### src/rtl/mem_bus_arbiter.sv
// mem_bus_arbiter
//   Shares the single memory port between the 6502 core and a secondary DMA
//   requester. The CPU owns the bus by default. DMA steals cycles by pulling
//   cpu_rdy low. Bursts are capped at MAX_BURST beats, and each grant is
//   followed by COOL_CYCLES CPU-only cycles so the core is never starved.
//
//   Ports
//     ph1        in   clock, all state changes on the rising edge
//     reset      in   asynchronous active-low reset
//     cpu_addr   in   core address
//     cpu_wdata  in   core write data
//     cpu_we     in   core write strobe (core writes cannot be stalled)
//     cpu_rdata  out  memory read data to the core (pass-through)
//     cpu_rdy    out  registered; 0 = core holds its current read cycle
//     dma_req    in   level request, held with addr/data until dma_ack
//     dma_addr   in   DMA address
//     dma_wdata  in   DMA write data
//     dma_we     in   DMA write strobe
//     dma_ack    out  DMA transfer completes this cycle
//     dma_rdata  out  memory read data to DMA, valid while dma_ack=1
//     mem_addr   out  muxed memory address
//     mem_wdata  out  muxed memory write data
//     mem_we     out  muxed memory write strobe
//     mem_rdata  in   memory read data (combinational read)
//
//   state  | meaning
//   -------+-----------------------------------------------------------
//   S_CPU  | CPU owns the bus; a DMA request moves to S_DMA
//   S_DMA  | DMA granted; CPU stalled unless it is mid-write
//   S_COOL | forced CPU-only cycles after a grant; DMA request ignored

module mem_bus_arbiter #(
  parameter int ADDR_WIDTH  = 16,
  parameter int DATA_WIDTH  = 8,
  parameter int MAX_BURST   = 4,
  parameter int COOL_CYCLES = 1
) (
  input  logic                  ph1,
  input  logic                  reset,
  input  logic [ADDR_WIDTH-1:0] cpu_addr,
  input  logic [DATA_WIDTH-1:0] cpu_wdata,
  input  logic                  cpu_we,
  output logic [DATA_WIDTH-1:0] cpu_rdata,
  output logic                  cpu_rdy,
  input  logic                  dma_req,
  input  logic [ADDR_WIDTH-1:0] dma_addr,
  input  logic [DATA_WIDTH-1:0] dma_wdata,
  input  logic                  dma_we,
  output logic                  dma_ack,
  output logic [DATA_WIDTH-1:0] dma_rdata,
  output logic [ADDR_WIDTH-1:0] mem_addr,
  output logic [DATA_WIDTH-1:0] mem_wdata,
  output logic                  mem_we,
  input  logic [DATA_WIDTH-1:0] mem_rdata
);

  localparam int BW = $clog2(MAX_BURST + 1);
  localparam int CW = $clog2(COOL_CYCLES + 1);
  localparam logic [BW-1:0] BURST_LAST = BW'(MAX_BURST - 1);
  localparam logic [CW-1:0] COOL_LOAD  = CW'(COOL_CYCLES - 1);

  typedef enum logic [1:0] {
    S_CPU  = 2'd0,
    S_DMA  = 2'd1,
    S_COOL = 2'd2
  } state_t;

  state_t          state, state_nxt;
  logic [BW-1:0]   burst_cnt, burst_nxt;
  logic [CW-1:0]   cool_cnt, cool_nxt;
  logic            sel_dma;

  always_ff @(posedge ph1 or negedge reset) begin
    if (!reset) begin
      state     <= S_CPU;
      burst_cnt <= '0;
      cool_cnt  <= '0;
      cpu_rdy   <= 1'b1;
    end else begin
      state     <= state_nxt;
      burst_cnt <= burst_nxt;
      cool_cnt  <= cool_nxt;
      // Registered copy of "next state is not S_DMA" so cpu_rdy is a clean flop.
      cpu_rdy   <= (state_nxt != S_DMA);
    end
  end

  always_comb begin
    state_nxt = state;
    burst_nxt = burst_cnt;
    cool_nxt  = cool_cnt;
    case (state)
      S_CPU: begin
        if (dma_req) begin
          state_nxt = S_DMA;
          burst_nxt = '0;
        end
      end
      S_DMA: begin
        if (!dma_req) begin
          // Requester released (either done or aborted without an ack).
          state_nxt = S_COOL;
          cool_nxt  = COOL_LOAD;
        end else if (!cpu_we) begin
          burst_nxt = burst_cnt + BW'(1);
          if (burst_cnt == BURST_LAST) begin
            state_nxt = S_COOL;
            cool_nxt  = COOL_LOAD;
          end
        end
      end
      S_COOL: begin
        if (cool_cnt == '0) state_nxt = S_CPU;
        else                cool_nxt  = cool_cnt - CW'(1);
      end
      default: state_nxt = S_CPU;
    endcase
  end

  // A core write in flight during a grant takes the bus for that cycle.
  always_comb begin
    sel_dma = (state == S_DMA) && !cpu_we;
    dma_ack = sel_dma && dma_req;
  end

  assign mem_addr  = sel_dma ? dma_addr  : cpu_addr;
  assign mem_wdata = sel_dma ? dma_wdata : cpu_wdata;
  // A DMA beat without a live request is an abort: never write memory.
  assign mem_we    = sel_dma ? (dma_we & dma_req) : cpu_we;
  assign cpu_rdata = mem_rdata;
  assign dma_rdata = mem_rdata;

endmodule

### config.mk
export PLATFORM = sky130hd
export DESIGN_NAME = mem_bus_arbiter
export DESIGN_NICKNAME = d
export VERILOG_FILES = /design/src/rtl/mem_bus_arbiter.sv
export SDC_FILE = /design/constraint.sdc
export NUM_CORES = 1
export LEC_CHECK = 0
export CAP_MARGIN = 0
export CORE_MARGIN = 5
export CORE_UTILIZATION = 25
export CTS_CLUSTER_DIAMETER = 120
export DETAILED_ROUTE_END_ITERATION = 12
export PLACE_DENSITY = 0.9
export SLEW_MARGIN = 10
export SYNTH_ARGS = -nofsm -noshare
export SYNTH_HDL_FRONTEND = slang
export SYNTH_SLANG_ARGS = --single-unit
### constraint.sdc
create_clock -name ph1 -period 3.7 [get_ports ph1]
set_input_delay 1.11 -clock ph1 [delete_from_list [all_inputs] [get_ports ph1]]
set_output_delay 1.11 -clock ph1 [all_outputs]
set_load 0.01 [all_outputs]
-- Word-level counts from Yosys, hierarchy flattened
Index checks and enable logic that the tools add are counted.
- register bits after elaboration: 7
- bits in latches: 0
- RAM bits: 0
- memory bits (read-only): 0
- bits of input ports: 61
- output and inout bits: 43
- memories kept: 0
- add/sub/neg operators: 2
- $mul: 0
- div/mod/pow operators: 0
- magnitude comparators: 0
- eq/ne operators: 9
- shift-type cells: 0
- muxes and demuxes: 18
- bitwise operators: 1
- reduce and logical (&&, ||, !) cells: 8
- operators by type and width (operator ; count):
    16-bit 2-to-1 mux ; 1
    2-bit 2-to-1 mux ; 5
    3-bit 2-to-1 mux ; 3
    8-bit 2-to-1 mux ; 1
    2-bit inequality test (second input constant) ; 3
    3-bit inequality test (second input constant) ; 2
    2-bit one-hot mux with 3 select lines ; 1
    3-bit one-hot mux with 2 select lines ; 1
    1-bit 2-to-1 mux ; 5
    4-bit AND reduction ; 1
    2-bit nonzero test ; 2
    3-bit by 1-bit adder with 3-bit output (second input constant) ; 1
    3-bit by 2-bit == test with 1-bit output (second input constant) ; 1
    3-bit AND reduction ; 1
    2-bit by 1-bit == test with 1-bit output (second input constant) ; 1
    2-bit == test (second input constant) ; 1
    1-bit logical AND ; 2
    2-bit zero test ; 1
    2-bit by 1-bit inequality test with 1-bit output (second input constant) ; 1
    1-bit one-hot mux with 2 select lines ; 1
    1-bit bitwise AND ; 1
    1-bit zero test ; 1
    1-bit subtractor (second input constant) ; 1

-- Logic depth before layout (Yosys ltp)
Gate-level depths: netlist of run 1.
- depth in word-level cells: 6
- depth in mapped cells: 5
- mapped depth without buffers: 5

-- Worst setup path before layout of run 1
No wires, ideal clock.
- path kind: in2out
- start: in cpu_we
- end: out mem_addr[10]
- data arrival time: 1.967 ns
- required time: 2.590 ns
- path slack: 0.623 ns
- stages on the path: 3
- path buffers: 1
- cell sequence: nor3b_4 buf_6 mux2_1
- word-level cells in the longest chain between the ends: 3
- RTL lines (what ; line ; text):
    from (decl) ; 42 ; input logic cpu_we,
    1-bit zero test ; 122 ; sel_dma = (state == S_DMA) && !cpu_we;
    1-bit logical AND ; 122 ;
    16-bit 2-to-1 mux ; 126 ; assign mem_addr = sel_dma ? dma_addr : cpu_addr;
    to (decl) ; 51 ; output logic [ADDR_WIDTH-1:0] mem_addr,
No other way between the ends.

-- Worst setup path after layout of run 1
- start: in dma_req
- end: out mem_we
- word-level cells in the longest chain between the ends: 2
- RTL lines (what ; line ; text):
    from (decl) ; 45 ; input logic dma_req,
    1-bit bitwise AND ; 129 ; assign mem_we = sel_dma ? (dma_we & dma_req) : cpu_we;
    1-bit 2-to-1 mux ; 129 ;
    to (decl) ; 53 ; output logic mem_we,
No other way between the ends.

==> impl_summary.log, run 1 <==
[metrics] status: complete, no violations
[metrics] share of the clock period used by the worst path after layout: 96.92%
[metrics] number of antenna repair diodes: 0
[metrics] H-tree level count: 1
[metrics] Iter 0 DRT Violations: 5
[metrics] count of endpoints failing hold in the final timing report: 0
[metrics] worst relative slew slack: 81.92%
[metrics] critical path class: in2out
[metrics] vias per inst: 4.488
[metrics] global-route usage over all layers: 13.63%
[metrics] critical register-to-register path endpoint: cpu_rdy$_DFF_PN1_
[metrics] first-pass GRT wire length: 4402 µm
[metrics] Die Area: 4015 µm²
[metrics] P_leak: 0.6415 nW
[metrics] total vias in the final route: 763
[metrics] root buffer cell: sky130_fd_sc_hd__clkbuf_4
[metrics] Synth top area share: 36.38%
[metrics] slack of the worst reg-to-reg path: 2.42 ns
[metrics] worst min-delay path category: reg2reg
[metrics] setup clock skew after layout: 0.006788 ns
[metrics] post-synthesis net count: 133
[metrics] Clk Latency, worst-skew pair: 0.25 ns
[metrics] Starting Density: 26.04%
[metrics] Critical path buffers and inverters: 2
[metrics] maximum number of pins on one net before global-route repair: 13
[metrics] CP delay by family, top: buffers and inverters
[metrics] Required @ worst endpoint: 2.59 ns
[metrics] average cell area after synthesis: 10.17 µm²
[metrics] half-perimeter wire length after detailed placement: 2474 µm
[metrics] grt ovf: 0
[metrics] clock tree from TritonCTS: done
[metrics] Crit path top cell by count: sky130_fd_sc_hd__clkdlybuf4s50_1
[metrics] Reg clk slew, reported paths: 0.05 ns
[metrics] Final Instance Area: 1465 µm²
[metrics] first-pass iteration count of the detailed router: 5
[metrics] cells taking the most area after synthesis: sky130_fd_sc_hd__mux2_2 36%, sky130_fd_sc_hd__dfrtp_1 18%, sky130_fd_sc_hd__buf_4 17%
[metrics] total core area: 2734 µm²
[metrics] CTS sink count: 6
[metrics] vias in the first global route: 851
[metrics] source of the worst register-to-register timing path: burst_cnt[0]$_DFFE_PN0P_
[metrics] Worst Reg-to-Reg Cells: 5
[metrics] synthesized flop and latch total: 6
[metrics] measured slew at the worst slew-check pin: 0.2704 ns
[metrics] WL per Instance: 16.64 µm
[metrics] layout net count: 203
[metrics] Final Routed Wirelength: 2828 µm
[metrics] Design Power: 0.2936 mW
[metrics] CP Cell Sequence: clkdlybuf4s50_1, nor2b_2, a31o_2, clkdlybuf4s50_1
[metrics] standard-cell rows: 19
[metrics] Worst setup SP type: input port
[metrics] Max Root-Sink Buffers: 2
[metrics] Largest stage delay, worst path: 0.53 ns
[metrics] logic depth of the worst path, buffers included: 4
[metrics] Post-route DRC: 0
[metrics] number of top-level pins: 104
[metrics] Synth Warn #: 0
[metrics] number of cells produced by synthesis: 70
[metrics] library cells used by synthesis: 18
[metrics] Area growth syn-to-layout: 105.8%
[metrics] total standard cell area after synthesis: 711.9 µm²
[metrics] critical hold path startpoint: burst_cnt[1]$_DFFE_PN0P_
[metrics] post-layout minimum cycle time: 3.586 ns
[metrics] cell at the slowest stage of the critical path: sky130_fd_sc_hd__clkdlybuf4s50_1
[metrics] hold depth: 2
[metrics] CP endpoint kind: output port
[metrics] setup repair after global routing missed its margin: false
[metrics] CP arrival: 2.48 ns
[metrics] y dimension of the die: 63.37 µm
[metrics] largest fanout on the critical path: 3
[metrics] placement-stage cell area: 1426 µm²
[metrics] destination of the worst hold path: burst_cnt[1]$_DFFE_PN0P_
[metrics] Final Slew Violations: 0
[metrics] max capacitance violation total: 0
[metrics] placer's final routability congestion estimate: 0.7684
[metrics] total of hold buffers inserted after clock tree synthesis: 0
[metrics] sequential element share of the synthesized area: 21.27%
[metrics] Max Clk Rate: 278.9 MHz
[metrics] share of post-route cells with drive strength above 1: 24.46%
[metrics] initial antenna violation count: 0
[metrics] Final TNS setup: 0 ns
[metrics] Die X: 63.37 µm
[metrics] number of nets still failing antenna checks after routing: 0
[metrics] maximum vdd ir drop: 0.0001525 V
[metrics] final setup violation count: 0
[metrics] total of buffers placed on input and output ports: 79
[metrics] post-synthesis cell type with the largest combined area: sky130_fd_sc_hd__mux2_2
[metrics] Cell Pwr Density: 200.4 nW/µm²
[metrics] CTS buffer count: 3
## worst max path at each step
| stage | end | from |
|---|---|---|
| final | mem_we | dma_req |
| after global routing | mem_we | dma_req |
| after CTS | dma_ack | dma_req |
| after detailed placement | mem_addr[0] | cpu_we |
| after global placement | mem_addr[0] | cpu_we |
| after floorplan | mem_addr[10] | cpu_we |
## state kept, by name, summed over array words and instances (netlist names)
| name | count |
|---|---|
| burst_cnt | 3 |
| state | 2 |
| cpu_rdy | 1 |
## cells in the mapped netlist, drive strengths merged
| master | number |
|---|---|
| dfrtp | 5 |
| nand2b | 1 |
| nand3b | 1 |
| nand2 | 2 |
| nor2b | 3 |
| nor3b | 2 |
| inv | 3 |
| a21oi | 1 |
| a31o | 1 |
| dfstp | 1 |
| buf | 18 |
| ha | 2 |
| and2 | 1 |
| mux2 | 24 |
| o21ai | 5 |
## cells in the final DEF (no fill, tap or decap)
cell type / Yosys / layout
sky130_fd_sc_hd__ha_1: 2 / 2
sky130_fd_sc_hd__nand3b_1: 1 / 1
sky130_fd_sc_hd__clkbuf_1: 0 / 1
sky130_fd_sc_hd__buf_12: 0 / 1
sky130_fd_sc_hd__o21ai_0: 5 / 5
sky130_fd_sc_hd__a21oi_1: 1 / 1
sky130_fd_sc_hd__buf_16: 0 / 1
sky130_fd_sc_hd__buf_6: 2 / 1
sky130_fd_sc_hd__nand2_1: 2 / 2
sky130_fd_sc_hd__nor3b_4: 1 / 1
sky130_fd_sc_hd__a31o_2: 1 / 1
sky130_fd_sc_hd__and2_1: 1 / 1
sky130_fd_sc_hd__clkdlybuf4s50_1: 0 / 53
sky130_fd_sc_hd__nor3b_1: 1 / 1
sky130_fd_sc_hd__nand2b_1: 1 / 1
sky130_fd_sc_hd__nor2b_2: 0 / 1
sky130_fd_sc_hd__clkbuf_4: 0 / 3
sky130_fd_sc_hd__dlygate4sd2_1: 0 / 25
sky130_fd_sc_hd__dfstp_2: 1 / 1
sky130_fd_sc_hd__mux2_1: 1 / 1
sky130_fd_sc_hd__mux2_2: 23 / 23
sky130_fd_sc_hd__buf_4: 16 / 1
sky130_fd_sc_hd__dlymetal6s2s_1: 0 / 1
sky130_fd_sc_hd__nor2b_1: 3 / 2
sky130_fd_sc_hd__dfrtp_1: 5 / 5
sky130_fd_sc_hd__inv_1: 3 / 3
## power by group
group | total [mW] | leakage (nW) | switching [mW] | internal, mW
Sequential | 0.0756 | 0.0768 | 0.00432 | 0.0713
Combinational | 0.154 | 0.550 | 0.0503 | 0.104
Clock | 0.0638 | 0.0150 | 0.0230 | 0.0408
## final cells by class
| class | instances | area [µm²] |
|---|---|---|
| Clock buffer | 4 | 26.28 |
| Multi-Input combinational cell | 43 | 409.1 |
| Fill cell | 260 | 1269 |
| Tap cell | 31 | 38.79 |
| Inverter | 3 | 11.26 |
| Timing Repair Buffer | 83 | 828.3 |
| Sequential cell | 6 | 151.4 |
## worst register-to-register path, delay by kind of cell, from the launching register on
kind,cells,cell delay (ns)
AOI/OAI and AO/OA,1,0.21
adders and majority gates,2,0.39
buffers and inverters,1,0.06
DFF,1,0.39
and+or+nand+nor,1,0.15
## through the flow
stage | hold WS (ns) | worst slack (ns) | instances | utilization [%]
3_5_place_dp | 0.5065 | -0.3154 | 164 | 52.17
5_1_grt | 0.5560 | 0.05349 | 170 | 53.59
2_1_floorplan | 0.4581 | 0.6227 | 70 | -
3_3_place_gp | 0.4780 | -0.2789 | 164 | 52.17
6_report | 0.5110 | 0.1139 | 170 | 53.59
4_1_cts | 0.5150 | 0.006421 | 170 | 53.41
## per-layer routing
metal,part of all wire (%),global-route usage [%],up-vias,wire (µm)
met3,6.5,3.375,6,183
met1,34,14.21,351,974
met2,58,26.65,41,1651
met4,0.67,3.117,0,19
li1,-,-,365,-
met5,0,0,-,0
## cell families after synthesis
kind of cell,Yosys count,share of synthesized area (%)
muxes,24,37.96
and+or+nand+nor,10,10.20
AOI/OAI and AO/OA,7,5.447
adders and majority gates,2,3.514
buffers and inverters,21,21.62
DFF,6,21.27
## repair_timing
action | in CTS | in global routing
setup buffers | 1 | 0
resized for setup | 27 | 2
setup endpoints to repair | 25 | 1
gates cloned | 1 | 0
pin swaps | 1 | 0
Note: power is estimated with default switching activity, not from simulation.
==> run 2: changes to the inputs <==
--- a/config.mk
+++ b/config.mk
@@ -10,6 +10,7 @@
 export CORE_UTILIZATION = 25
 export CTS_CLUSTER_DIAMETER = 120
 export DETAILED_ROUTE_END_ITERATION = 12
+export MAX_ROUTING_LAYER = met4
 export PLACE_DENSITY = 0.9
 export SLEW_MARGIN = 10
 export SYNTH_ARGS = -nofsm -noshare
==> run 2 against run 1 <==
Against the previous run:
- clock power is essentially flat
- via count grew 0.13%
- sequential power is essentially flat
- die area is the same
- cell count is the same
- global-route usage grew 0.37 points
- wire length shrank 0.21%
- sequential share of layout area is the same
- utilization is the same
- largest cell class unchanged
==> impl_summary.log, run 2 (synthesis results as in run 1) <==
[metrics] Worst setup SP type: input port
[metrics] largest fanout on the critical path: 3
[metrics] Die Area: 4015 µm²
[metrics] Final Routed Wirelength: 2822 µm
[metrics] cell at the slowest stage of the critical path: sky130_fd_sc_hd__clkdlybuf4s50_1
[metrics] total of buffers placed on input and output ports: 79
[metrics] vias in the first global route: 849
[metrics] Die X: 63.37 µm
[metrics] post-layout minimum cycle time: 3.586 ns
[metrics] half-perimeter wire length after detailed placement: 2474 µm
[metrics] CP delay by family, top: buffers and inverters
[metrics] Worst Reg-to-Reg Cells: 5
[metrics] WL per Instance: 16.60 µm
[metrics] number of top-level pins: 104
[metrics] Required @ worst endpoint: 2.59 ns
[metrics] Crit path top cell by count: sky130_fd_sc_hd__clkdlybuf4s50_1
[metrics] Critical path buffers and inverters: 2
[metrics] Final Instance Area: 1465 µm²
[metrics] Max Root-Sink Buffers: 2
[metrics] share of post-route cells with drive strength above 1: 24.46%
[metrics] destination of the worst hold path: burst_cnt[1]$_DFFE_PN0P_
[metrics] standard-cell rows: 19
[metrics] maximum number of pins on one net before global-route repair: 13
[metrics] count of endpoints failing hold in the final timing report: 0
[metrics] CTS buffer count: 3
[metrics] CP arrival: 2.48 ns
[metrics] measured slew at the worst slew-check pin: 0.2704 ns
[metrics] initial antenna violation count: 0
[metrics] Final Slew Violations: 0
[metrics] grt ovf: 0
[metrics] Max Clk Rate: 278.9 MHz
[metrics] Clk Latency, worst-skew pair: 0.25 ns
[metrics] commonest non-fill, non-tap cell in the layout: sky130_fd_sc_hd__clkdlybuf4s50_1
[metrics] final setup violation count: 0
[metrics] setup clock skew after layout: 0.006788 ns
[metrics] placer's final routability congestion estimate: 0.7787
[metrics] clock tree from TritonCTS: done
[metrics] first-pass iteration count of the detailed router: 5
[metrics] share of the clock period used by the worst path after layout: 96.92%
[metrics] critical path class: in2out
[metrics] setup repair after global routing missed its margin: false
[metrics] biggest regs: burst_cnt (3), state (2), cpu_rdy (1)
[metrics] maximum vdd ir drop: 0.0001525 V
[metrics] first-pass GRT wire length: 4395 µm
[metrics] y dimension of the die: 63.37 µm
[metrics] P_leak: 0.6415 nW
[metrics] H-tree level count: 1
[metrics] number of antenna repair diodes: 0
[metrics] Area growth syn-to-layout: 105.8%
[metrics] source of the worst register-to-register timing path: burst_cnt[0]$_DFFE_PN0P_
[metrics] vias per inst: 4.494
[metrics] Largest stage delay, worst path: 0.53 ns
[metrics] Post-route DRC: 0
[metrics] Starting Density: 26.04%
[metrics] max capacitance violation total: 0
[metrics] total of hold buffers inserted after clock tree synthesis: 0
[metrics] total vias in the final route: 764
[metrics] Reg clk slew, reported paths: 0.05 ns
[metrics] CP endpoint kind: output port
[metrics] launch point of the worst path: dma_req
[metrics] number of nets still failing antenna checks after routing: 0
[metrics] root buffer cell: sky130_fd_sc_hd__clkbuf_4
[metrics] layout net count: 203
[metrics] critical register-to-register path endpoint: cpu_rdy$_DFF_PN1_
[metrics] placement-stage cell area: 1426 µm²
[metrics] commonest cells after routing, fill and taps aside: 53 x sky130_fd_sc_hd__clkdlybuf4s50_1, 25 x sky130_fd_sc_hd__dlygate4sd2_1, 23 x sky130_fd_sc_hd__mux2_2
[metrics] hold depth: 2
[metrics] largest register by flop count: burst_cnt
[metrics] Iter 0 DRT Violations: 7
[metrics] Final TNS setup: 0 ns
[metrics] status: complete, no violations
[metrics] critical hold path startpoint: burst_cnt[1]$_DFFE_PN0P_
[metrics] total core area: 2734 µm²
[metrics] slack of the worst reg-to-reg path: 2.42 ns
[metrics] number of flip-flops in the largest register: 3
[metrics] global-route usage over all layers: 14.00%
[metrics] CTS sink count: 6
[metrics] Cell Pwr Density: 200.3 nW/µm²
[metrics] worst min-delay path category: reg2reg
[metrics] worst relative slew slack: 81.92%
[metrics] CP Cell Sequence: clkdlybuf4s50_1, nor2b_2, a31o_2, clkdlybuf4s50_1
run 2: worst max-delay path by stage:
stage	slack, ns	endpoint	cells after the start
finish	0.11	mem_we	4
global placement	-0.28	mem_addr[0]	5
detailed placement	-0.32	mem_addr[0]	5
global route	0.05	mem_we	4
floorplan	0.62	mem_addr[10]	3
CTS	0.006	dma_ack	5
run 2: per-stage QoR:
stage	power, mW	setup slack, ns	utilization [%]	hold slack [ns]	cells
4_1_cts	0.2986	0.006421	53.41	0.5150	170
5_1_grt	0.3111	0.05349	53.59	0.5560	170
3_3_place_gp	0.2375	-0.2789	52.17	0.4780	164
2_1_floorplan	0.1485	0.6227	-	0.4581	70
3_5_place_dp	0.2420	-0.3154	52.17	0.5065	164
6_report	0.2935	0.1139	53.59	0.5110	170
run 2: timing repair:
action | in CTS | in global routing
pin swaps | 1 | 0
cloned | 1 | 0
endpoints found under the setup margin | 25 | 1
buffers inserted | 1 | 0
gates resized for setup | 27 | 2
run 2: area by class of cell:
class / count / area [µm²]
clock buffers: 4 / 26.28
fillers: 260 / 1269
inverters: 3 / 11.26
multi-input cells: 43 / 409.1
flip-flops and latches: 6 / 151.4
well taps: 31 / 38.79
repair buffers: 83 / 828.3
run 2: worst min-delay path, cell delays in order, from the launching register on:
cell                      delay (ns)
sky130_fd_sc_hd__dfrtp_1        0.34
sky130_fd_sc_hd__o21ai_0        0.08
sky130_fd_sc_hd__nand2_1        0.06
run 2: power by group:
part           total [mW]  internal [mW]  switching [mW]
Clock              0.0638         0.0408          0.0230
Combinational       0.154          0.104          0.0503
Sequential         0.0756         0.0713         0.00432
Total               0.293          0.216          0.0776
run 2: metal layers:
layer / part of all wire [%] / vias to the layer above / GRT usage, %
met1: 34 / 352 / 14.21
met5: 0 / - / -
met3: 6.5 / 6 / 3.375
met4: 0.67 / 0 / 3.117
li1: - / 365 / -
met2: 59 / 41 / 26.65
